<file path="src/rtl/moore_seq_pkg.sv">
// moore_seq_pkg: state encodings and parity helper shared by the serial pattern generator
package moore_seq_pkg;
  localparam logic [1:0] ST_IDLE  = 2'd0;
  localparam logic [1:0] ST_SHIFT = 2'd1;
  localparam logic [1:0] ST_PAR   = 2'd2;
  localparam logic [1:0] ST_DONE  = 2'd3;
  function automatic logic even_par(input logic [31:0] v);
    return ^v;
  endfunction
endpackage

</file>
<file path="src/rtl/seq_bit_ctr.sv">
// seq_bit_ctr: down-counter with load, decrement and zero flag; ports clk, rst (active-low sync), load, dec, ld_val -> cnt, zero
module seq_bit_ctr #(
  parameter int W = 2
) (
  input  logic         clk,
  input  logic         rst,
  input  logic         load,
  input  logic         dec,
  input  logic [W-1:0] ld_val,
  output logic [W-1:0] cnt,
  output logic         zero
);
  assign zero = cnt == '0;
  // load wins over decrement; decrement saturates at zero so the count never wraps
  always_ff @(posedge clk)
    if (!rst) cnt <= '0;
    else if (load) cnt <= ld_val;
    else if (dec && !zero) cnt <= cnt - 1'b1;
endmodule

</file>
<file path="src/rtl/moore_seq_gen.sv">
// moore_seq_gen: Moore serial pattern generator, MSB-first, (rep_in+1) back-to-back repetitions then a done pulse
// ports: clk, rst (active-low sync), start, pat_in, rep_in -> out, out_valid, busy, frame_sof, done
// SEQ_GEN_PARITY_EN: when defined, an even-parity bit follows every repetition
module moore_seq_gen
  import moore_seq_pkg::*;
#(
  parameter int   PAT_W    = 3,
  parameter int   REP_W    = 4,
  parameter logic IDLE_LVL = 1'b0
) (
  input  logic             clk,
  input  logic             rst,
  input  logic             start,
  input  logic [PAT_W-1:0] pat_in,
  input  logic [REP_W-1:0] rep_in,
  output logic             out,
  output logic             out_valid,
  output logic             busy,
  output logic             frame_sof,
  output logic             done
);
  localparam int BW = $clog2(PAT_W);
  logic [1:0] state, nxt;
  logic [PAT_W-1:0] shreg, pat_reg;
  logic [BW-1:0] bit_cnt;
  logic [REP_W-1:0] unused_rep_cnt;
  logic bit_zero, rep_zero, accept, rep_end, reload;
  assign accept = state == ST_IDLE && start;
`ifdef SEQ_GEN_PARITY_EN
  assign rep_end = state == ST_PAR;
  assign nxt = accept ? ST_SHIFT :
               state == ST_DONE ? ST_IDLE :
               rep_end ? (rep_zero ? ST_DONE : ST_SHIFT) :
               (state == ST_SHIFT && bit_zero) ? ST_PAR : state;
  assign out = state == ST_SHIFT ? shreg[PAT_W-1] :
               state == ST_PAR ? even_par(32'(pat_reg)) : IDLE_LVL;
`else
  assign rep_end = state == ST_SHIFT && bit_zero;
  assign nxt = accept ? ST_SHIFT :
               state == ST_DONE ? ST_IDLE :
               rep_end ? (rep_zero ? ST_DONE : ST_SHIFT) : state;
  assign out = state == ST_SHIFT ? shreg[PAT_W-1] : IDLE_LVL;
`endif
  // another repetition follows directly, with no idle gap
  assign reload    = rep_end && !rep_zero;
  assign out_valid = state == ST_SHIFT || state == ST_PAR;
  assign busy      = state != ST_IDLE;
  assign done      = state == ST_DONE;
  assign frame_sof = state == ST_SHIFT && bit_cnt == BW'(PAT_W - 1);
  seq_bit_ctr #(.W(BW)) u_bit (
    .clk(clk), .rst(rst), .load(accept || reload), .dec(state == ST_SHIFT),
    .ld_val(BW'(PAT_W - 1)), .cnt(bit_cnt), .zero(bit_zero)
  );
  seq_bit_ctr #(.W(REP_W)) u_rep (
    .clk(clk), .rst(rst), .load(accept), .dec(reload),
    .ld_val(rep_in), .cnt(unused_rep_cnt), .zero(rep_zero)
  );
  always_ff @(posedge clk)
    if (!rst) begin
      state   <= ST_IDLE;
      shreg   <= '0;
      pat_reg <= '0;
    end else begin
      state <= nxt;
      if (accept) begin
        shreg   <= pat_in;
        pat_reg <= pat_in;
      end else if (reload) shreg <= pat_reg;
      else if (state == ST_SHIFT && !bit_zero) shreg <= shreg << 1;
    end
endmodule

</file>
<file path="config.mk">
export PLATFORM = sky130hd
export DESIGN_NAME = moore_seq_gen
export DESIGN_NICKNAME = d
export VERILOG_FILES = /design/src/rtl/moore_seq_pkg.sv /design/src/rtl/seq_bit_ctr.sv /design/src/rtl/moore_seq_gen.sv
export SDC_FILE = /design/constraint.sdc
export NUM_CORES = 1
export LEC_CHECK = 0
export BUFFER_PORTS_ARGS = -buffer_cell sky130_fd_sc_hd__buf_4
export CORE_UTILIZATION = 60
export CTS_BUF_LIST = sky130_fd_sc_hd__clkbuf_4 sky130_fd_sc_hd__clkbuf_8
export DETAILED_ROUTE_END_ITERATION = 8
export HOLD_SLACK_MARGIN = 0.12
export PLACE_DENSITY_LB_ADDON = 0.25
export SYNTH_ARGS = -nofsm -noshare
export SYNTH_HDL_FRONTEND = slang
export SYNTH_SLANG_ARGS = --single-unit
</file>
<file path="constraint.sdc">
create_clock -name clk -period 3.3 [get_ports clk]
set_clock_uncertainty 0.05 [all_clocks]
set_input_delay 0.66 -clock clk [delete_from_list [all_inputs] [get_ports clk]]
set_output_delay 0.66 -clock clk [all_outputs]
set_load 0.02 [all_outputs]
</file>
# Yosys cells after proc, flatten, opt, wreduce, memory -nomap -nowiden

Index checks and enable logic that the tools add are counted.

Register bits after elaboration: 14
Input port bits: 10
Output and inout port bits: 5
Logic and storage cells: 46

$add $sub $neg: 2
Equal/unequal tests: 4
Mux-type cells: 12
Bitwise gates (word level): 1
Reductions and logical operators: 20

Operator list:

| cell                | count |
|---|---|
| $mux 3              | 3 |
| $mux 4              | 2 |
| $eq 2x2->1 const B  | 3 |
| $logic_and 1x1->1   | 6 |
| $mux 2              | 3 |
| $reduce_bool 2->1   | 3 |
| $reduce_bool 3->1   | 2 |
| $logic_not 2->1     | 2 |
| $logic_not 4->1     | 1 |
| $mux 1              | 4 |
| $sub 4x1->4 const B | 1 |
| $reduce_or 3->1     | 1 |
| $eq 2x1->1 const B  | 1 |
| $logic_not 1->1     | 2 |
| $logic_or 1x1->1    | 2 |
| $reduce_or 2->1     | 1 |
| $sub 2x1->2 const B | 1 |
| $not 1->1           | 1 |

# Depth between registers and ports, before layout

Gate-level depths: netlist (run 1).

Depth after elaboration: 6
Mapped depth: 8
Gate-level depth less buffers: 6

# Cells and area by module

Synthesis (run 1) repeated with hierarchy kept, for this count alone.

Cells, all modules: 102
Area, all modules: 854.6 um^2

By module, submodules not included:

| module               | instances | cells each | area each (um^2) | sequential area each (um^2) |
|---|---|---|---|---|
| moore_seq_gen        | 1         | 57         | 475.5            | 160.2 |
| seq_bit_ctr at u_rep | 1         | 31         | 256.5            | 80.1 |
| seq_bit_ctr at u_bit | 1         | 14         | 122.6            | 40.0 |

# Least setup slack after synthesis (run 1)

Ideal clock, no wire load.

Path type: reg2reg
Start point: register u_rep.cnt[0]
End point: register u_rep.cnt[1]
Setup time: 0.067 ns
Data arrival time: 1.576 ns
Required time: 3.183 ns
Path slack: 1.607 ns
Cell stages (with the launch flop): 8
Buffers on the path: 1
Period minus slack after synthesis: 1.693 ns
Cells stage by stage: dfxtp_1 inv_1 ha_1 or3b_4 and2_4 buf_6 mux2_4 o21ai_2

Longest elaborated chain between the ends: 5
Elaborated cells between the ends (all ways): 8
Classes of those cells: 1 x add/sub; 2 x mux; 5 x reduce/logical

Ends and longest elaborated chain:

| what                                                                | line              | source |
|---|---|---|
| from (decl)                                                         | seq_bit_ctr.sv:10 | `output logic [W-1:0] cnt,` |
| from (signal assigned)                                              | seq_bit_ctr.sv:17 | `else if (load) cnt <= ld_val;` |
| from (signal assigned)                                              | seq_bit_ctr.sv:18 | `else if (dec && !zero) cnt <= cnt - 1'b1;` |
| parallel branches: the longest is 5 deep, another holds $sub 4x1->4 | n/a               |  |

Parallel ways; which one is timed is not known. The select of a mux whose other input is x is not followed.
A chain may end at the register's enable or synchronous reset.

# Worst setup path in the final report (run 1)

Start point: register state[1]
End point: output port frame_sof

Longest elaborated chain between the ends: 2

Ends and longest elaborated chain:

| what                   | line                | source |
|---|---|---|
| from (decl)            | moore_seq_gen.sv:23 | `logic [1:0] state, nxt;` |
| from (signal assigned) | moore_seq_gen.sv:64 | `state <= nxt;` |
| $eq 2x1->1             | moore_seq_gen.sv:49 | `assign frame_sof = state == ST_SHIFT && bit_cnt == BW'(PAT_W - 1);` |
| $logic_and 1x1->1      | moore_seq_gen.sv:49 |  |
| to (decl)              | moore_seq_gen.sv:19 | `output logic frame_sof,` |

No other way between the ends.

==> results of run 1 <==
==> where the power goes <==
| part | internal (µW) | switching, µW |
|---|---|---|
| Sequential | 204 | 26.7 |
| Combinational | 115 | 133 |
| Clock | 67.3 | 59.5 |
==> critical path, cell delays in order (launching register included) <==
cell	delay [ps]
dfxtp_1	390
inv_1	90
ha_1	220
and2_1	140
buf_4	150
==> per-stage QoR <==
step | hold WS [ps] | cell area [µm²] | setup slack, ps
finish | 421 | 927 | 1310
global route | 444 | 927 | 1210
CTS | 427 | 927 | 1310
detailed placement | 414 | 891 | 1550
global placement | 404 | 891 | 1570
floorplan | 394 | 795 | 1610
==> cell usage after synthesis, drive strengths merged (2+ instances only) <==
library cell and count:
a21boi 4, nand2 13, clkbuf 4, o221ai 2, xnor2 2, xor2 2
and2 5, nand3 6, inv 7, ha 8, nor2 3, o21ai 5
nor3 2, a21oi 5, dfxtp 14
==> cell type report <==
cell class | count | area share, %
repair buffers | 14 | 11.3
clock buffers | 4 | 3.91
flip-flops and latches | 14 | 30.2
well taps | 14 | 1.89
multi-input cells | 68 | 49.8
inverters | 7 | 2.83
==> layer usage <==
metal  wire length [µm]  global-route usage [%]  vias up
met5                  0                       0        -
met4                 32                    12.9        0
met3                 79                    6.98        5
met2                683                    41.1       21
met1                659                    28.9      315
li1                   -                       -      345
==> cell families after synthesis <==
logic type      after synthesis
compound gates               22
simple gates                 33
fa+ha+maj                     8
xor+xnor                      4
mux                           1
buf+inv                      12
flops                        14
==> worst paths after layout <==
kind                      from           end  slack (ps)  cells after the start
setup / recovery      state[1]     frame_sof        1310                      4
hold / removal      pat_reg[0]    pat_reg[0]         420                      2
setup reg to reg  u_rep.cnt[0]  u_rep.cnt[1]        1600                      6
hold reg to reg     pat_reg[0]    pat_reg[0]         420                      2
==> results.toml, run 1 <==
[run_status]
status = "finished, final reports clean"

[global_route]
antenna_found_initial = 0
grt_max_degree = 18
grt.overflow.total = 0
grt_usage_pct = 24.9
grt_pass1_wl_um = 2480
grt_pass1_vias = 585

[clocking]
cts_tree = "yes"
numCtsBuffers = 3
hold_buffers = 0
h-tree-depth = 1
path_clk_slew_ps = 90
cts_root_buffer = "clkbuf_4"
cts_resized = 0
clock_latency_ps = 290
clockBufferDepth = 2
cts_sinks = 14
post_cts_buffers = 0

[die]
die_w_um = 38.4
top_level_ports = 15
initial_utilization_pct = 67.8
die_area_mm2 = 0.00147
fp-row-count = 12
die_h_um = 38.4
fp.coreArea_mm2 = 0.00117

[place]
port_buffers = 14
post-dp-hpwl_um = 1070
gp_congestion = 0.797
place_inst = 117

[synthesis]
synth-xor-area-share_pct = 4.41
synth_top_area_share_pct = 35.3
yosysUniqueCellTypes = 29
synth_simple_gate_area_share_pct = 20.6
synth_top_family_by_area = "simple AND/OR/NAND/NOR gates"
synth_warnings = 0
synth_area_leader_cell = "dfxtp_1"
synth_area_leaders = "dfxtp_1 (35%), ha_1 (13%), nand2_1 (6.1%), nand3_1 (3.8%), a21boi_0 (3.8%)"
synthesis.nets = 112
synth_compound_area_share_pct = 18.6
syn_area_um2 = 795
yosysSeqAreaShare_pct = 35.3
yosys.area_share.adder_pct = 12.6
synth_mux_area_share_pct = 1.89
synth_edf_count = 0
avgSynthCellArea_um2 = 8.45
async_reset_ff_share_pct = 0
synth_cells = 94
ys.flop_type = "dfxtp_1"
ys_seq_elements = 14

[worst_setup_path]
crit_fanout = 4
worst_setup_path_end_kind = "output pin"
crit_required_ps = 2590
crit_path_start_kind = "flip-flop"
arrival_ps = 1280
crit_type = "reg -> out"

[final_layout]
layoutNonFillerInstCount = 121
nets = 126
drive_gt1_share_pct = 20.6
area_growth_pct = 16.7
diodes = 0
multiInputGateArea_um2 = 462
fill_cells = 87
largest_reg_flops = 4
layout_common_cells = "buf_4 (14), dfxtp_1 (14), nand2_1 (13)"
seq_area_um2 = 280
final_util_pct = 79.2

[hold_path]
hold_path.class = "reg -> reg"

[timing]
fin_tns_setup_ps = 0
hold_violations = 0
max_freq_ghz = 0.503
min_period_ps = 1990
drv_slew = 0
fin_crit_sh_pct = 60.3
tightest_slew_ps = 488
relSlewSlack_pct = 67.4
rsz0062_at_grt = "false"
setup_viol = 0

[route]
wl_per_cell_um = 12.0
route.vias.total = 686
final_antenna_net_count = 0
drc_errors = 0
viasPerCell = 5.67
dr.first_iter.drc_count = 17
drtPass1Iterations = 4
wirelength_um = 1460

[pwr]
powerDensity_mw_per_mm2 = 653
vdd_ir_drop_max_uv = 432
leakage_uw = 0.000411
p_total_uw = 605

[job]
max_cap_violations = 0
Note: power is estimated with default switching activity, not from simulation.
==> run 2: changes to the inputs <==
Settings changed: CORE_UTILIZATION 60 to 56.
Clock period 3.3 ns to 1.95 ns, I/O delays scaled along.
==> results.toml, run 2 (synthesis gave the netlist of run 1 again) <==
[die]
die_h_um = 39.7
fp.coreArea_mm2 = 0.00132
die_w_um = 39.7
fp-row-count = 13
die_area_mm2 = 0.00157
initial_utilization_pct = 60.3
top_level_ports = 15

[place]
post-dp-hpwl_um = 1160
pre_cts_ws_ps = 249
port_buffers = 14
gp_congestion = 0.744
post_dp_cell_area_um2 = 907

[route]
drtPass1Iterations = 4
viasPerCell = 5.69
route.vias.total = 700
final_antenna_net_count = 0
dr.first_iter.drc_count = 17
drc_errors = 0
wl_per_cell_um = 12.5
wirelength_um = 1540

[pwr]
pwr-share-seq_pct = 39.4
p_sw_uw = 365
vdd_ir_drop_max_uv = 607
power.share.clock_pct = 16.1
powerDensity_mw_per_mm2 = 1060
switching_share_pct = 37.0
pwr-share-comb_pct = 44.5
leakage_uw = 0.000414
p_int_uw = 623

[timing]
fin_ws_ps = 234
tightest_slew_ps = 244
rsz0062_at_grt = "false"
fin_crit_sh_pct = 88.0
min_period_ps = 1720
fin_tns_setup_ps = 0
drv_slew = 0
relSlewSlack_pct = 83.7
max_freq_ghz = 0.583
hold_violations = 0
setup_viol = 0

[global_route]
grt_max_degree = 16
grt_usage_pct = 24.0
grt_pass1_vias = 588
antenna_found_initial = 0
grt_pass1_wl_um = 2430
grt.overflow.total = 0

[clocking]
cts_resized = 0
hold_buffers = 0
clockBufferDepth = 2
cts_tree = "yes"
post_cts_buffers = 0
numCtsBuffers = 3
cts_sinks = 14
path_clk_slew_ps = 70
cts_root_buffer = "clkbuf_4"
clock_latency_ps = 280
h-tree-depth = 1

[worst_setup_path]
crit_family = "flip-flops"
crit_type = "reg -> out"
path_cells = "inv_1 -> ha_1 -> and2_1 -> buf_4"
reg2reg_slack_ps = 250
timing.rr.start = "state[0]"
slowest_stage = "dfxtp_1"
crit_path_start_kind = "flip-flop"
path_buf_inv = 2
reg2reg_depth = 5
worst-path-stages = 4
critical_path.max_stage_delay_ps = 370
r2r-end = "u_rep.cnt[1]"
arrival_ps = 1280
crit_required_ps = 1510
crit_fanout = 4
worst_setup_path_end_kind = "output pin"

[hold_path]
hold_path.class = "in -> reg"
holdPathStages = 3
holdPathEnd = "u_rep.cnt[1]"
hp-start = "rep_in[1]"

[final_layout]
diodes = 0
largest_reg_flops = 4
drive_gt1_share_pct = 21.3
design_area_um2 = 930
seq_area_um2 = 280
layout_common_cells = "buf_4 (16), dfxtp_1 (14), nand2_1 (13)"
multiInputGateArea_um2 = 462
layout_commonest_cell = "buf_4"
fill_cells = 124
nets = 128
area_growth_pct = 17.0

[run_status]
status = "finished, final reports clean"

[job]
max_cap_violations = 0
## run 2: how the worst max path moves through the flow
stage / startpoint / end / slack, ps
5_1_grt: state[0] / u_rep.cnt[1] / 160
2_1_floorplan: u_rep.cnt[0] / u_rep.cnt[1] / 260
3_5_place_dp: u_rep.cnt[0] / shreg[1] / 250
6_report: state[1] / frame_sof / 230
3_3_place_gp: u_rep.cnt[0] / u_rep.cnt[1] / 320
4_1_cts: state[1] / frame_sof / 220
## run 2: layout make-up
type	count	area share (%)
flip-flops and latches	14	30.1
repair buffers	16	12.9
well taps	15	2.02
inverters	7	2.83
multi-input cells	68	49.7
clock buffers	3	2.42
## run 2: through the flow
step / power, µW / cells / util, % / hold WS, ps
after floorplan: 722 / 94 / - / 394
after global placement: 812 / 120 / 68.9 / 406
after detailed placement: 834 / 120 / 68.9 / 412
after CTS: 995 / 123 / 70.6 / 286
after global routing: 1070 / 123 / 70.6 / 306
final: 988 / 123 / 70.6 / 286
## run 2: power groups by stage
stage / logic [µW] / registers, µW / clock network (µW)
finish: 440 / 389 / 159
detailed placement: 438 / 396 / 0
floorplan: 338 / 384 / 0
global route: 496 / 399 / 171
CTS: 443 / 389 / 163
global placement: 420 / 393 / 0
## run 2: worst register-to-register path, delay by kind of cell (launching register included)
kind | cells | cell delay (ps)
AO/OA/AOI/OAI | 1 | 120
multiplexers | 1 | 310
flip-flops | 1 | 440
adder cells (fa/ha/maj) | 1 | 200
AND/OR/NAND/NOR | 2 | 520
## run 2: routing by layer
metal | part of all wire [%] | vias to the layer above | global-route usage, %
met5 | 0 | - | 0
met4 | 2.5 | 0 | 15.5
met3 | 5.3 | 5 | 1.70
li1 | - | 348 | -
met1 | 40 | 320 | 27.6
met2 | 53 | 27 | 41.8
==> run 3: changes to the inputs <==
Settings changed: BUFFER_PORTS_ARGS -buffer_cell sky130_fd_sc_hd__buf_4 to -buffer_cell sky130_fd_sc_hd__clkbuf_2, CORE_MARGIN from default to 10.
==> results.toml, run 3 (synthesis gave the netlist of run 1 again) <==
[clocking]
cts_tree = "yes"
cts_root_buffer = "clkbuf_4"
cts_resized = 0
post_cts_buffers = 0
cts_sinks = 14
clockBufferDepth = 2
path_clk_slew_ps = 80
clock_latency_ps = 270
hold_buffers = 0
numCtsBuffers = 3
h-tree-depth = 1

[timing]
hold_violations = 0
max_freq_ghz = 0.583
min_period_ps = 1710
hold_ws_ps = 294
rsz0062_at_grt = "false"
tightest_slew_ps = 294
drv_slew = 0
fin_tns_setup_ps = 0
setup_viol = 0
fin_crit_sh_pct = 87.9
relSlewSlack_pct = 80.4

[place]
gp_congestion = 0.770
post-dp-hpwl_um = 1260
port_buffers = 14
post_dp_cell_area_um2 = 865

[final_layout]
layout_common_cells = "clkbuf_2 (14), dfxtp_1 (14), nand2_1 (13)"
area_growth_pct = 11.7
design_area_um2 = 887
final_util_pct = 67.3
fill_cells = 119
nets = 127
diodes = 0
drive_gt1_share_pct = 20.6
largest_reg_flops = 4

[die]
fp-row-count = 13
die_h_um = 57.7
fp.coreArea_mm2 = 0.00132
die_w_um = 57.7
die_area_mm2 = 0.00333
top_level_ports = 15
initial_utilization_pct = 60.3

[route]
dr.first_iter.drc_count = 18
viasPerCell = 5.45
wirelength_um = 1570
drc_errors = 0
route.vias.total = 665
wl_per_cell_um = 12.9
final_antenna_net_count = 0
drtPass1Iterations = 4

[global_route]
grt_pass1_vias = 710
grt_max_degree = 16
antenna_found_initial = 0
grt_usage_pct = 10.3
grt_pass1_wl_um = 2910
grt.overflow.total = 0

[worst_setup_path]
slowest_stage = "dfxtp_1"
path_cells = "inv_1 -> ha_1 -> and2_1 -> or3_1 -> o211a_1"
worst-path-stages = 5
crit_path_start_kind = "flip-flop"
path_buf_inv = 1
arrival_ps = 1830
crit_fanout = 7
reg2reg_depth = 5
crit_family = "simple AND/OR/NAND/NOR gates"
critical_path.max_stage_delay_ps = 440
crit_required_ps = 2060
worst_setup_path_end_kind = "flip-flop"
crit_type = "reg -> reg"

[run_status]
status = "finished, final reports clean"

[pwr]
leakage_uw = 0.000399
powerDensity_mw_per_mm2 = 1080
vdd_ir_drop_max_uv = 610
p_total_uw = 954

[hold_path]
hold_path.class = "in -> reg"
holdPathStages = 3

[job]
max_cap_violations = 0
==> run 3: changes by cell type in the layout (fill, tap and decap cells not counted), sizes merged <==
cell and change:
buf -15, clkbuf +14
==> run 3: layer usage <==
layer  share of wire (%)  GRT usage (%)  up-vias
li1                    -              -      345
met1                  45           12.3      299
met2                  47           17.0       17
met3                 7.3           3.92        4
met4                0.89           2.35        0
met5                   0              0        -
==> run 3: final timing paths <==
path / from / to / slack, ps
worst min-delay path: rep_in[1] / u_rep.cnt[1] / 290
worst min register to register: pat_reg[1] / pat_reg[1] / 420
worst max register to register: state[0] / state[0] / 240
worst max-delay path: state[0] / state[0] / 240
==> run 3: power by group <==
group / switching (µW) / internal (µW) / total [µW]
registers: 44.7 / 345 / 390
clock network: 83.5 / 71.4 / 155
logic: 228 / 182 / 410
==> run 3: worst register-to-register path, delay by kind of cell (launching register included) <==
kind | cells | cell delay [ps]
AND/OR/NAND/NOR | 2 | 620
adder cells (fa/ha/maj) | 1 | 220
flip-flops | 1 | 440
buffers and inverters | 1 | 70
AO/OA/AOI/OAI | 1 | 210
==> run 3: area by class of cell <==
| type | count | area [µm²] | share of cell area [%] |
|---|---|---|---|
| multi-input cells | 68 | 462 | 52.0 |
| flip-flops and latches | 14 | 280 | 31.6 |
| repair buffers | 15 | 77.6 | 8.74 |
| inverters | 7 | 26.3 | 2.96 |
| clock buffers | 3 | 22.5 | 2.54 |
| well taps | 15 | 18.8 | 2.12 |
==> run 3: through the flow <==
stage                     setup WS (ps)  std cells
after floorplan                     257         94
after CTS                           222        122
after global routing                101        122
after detailed placement            229        119
after global placement              281        119
final                               236        122
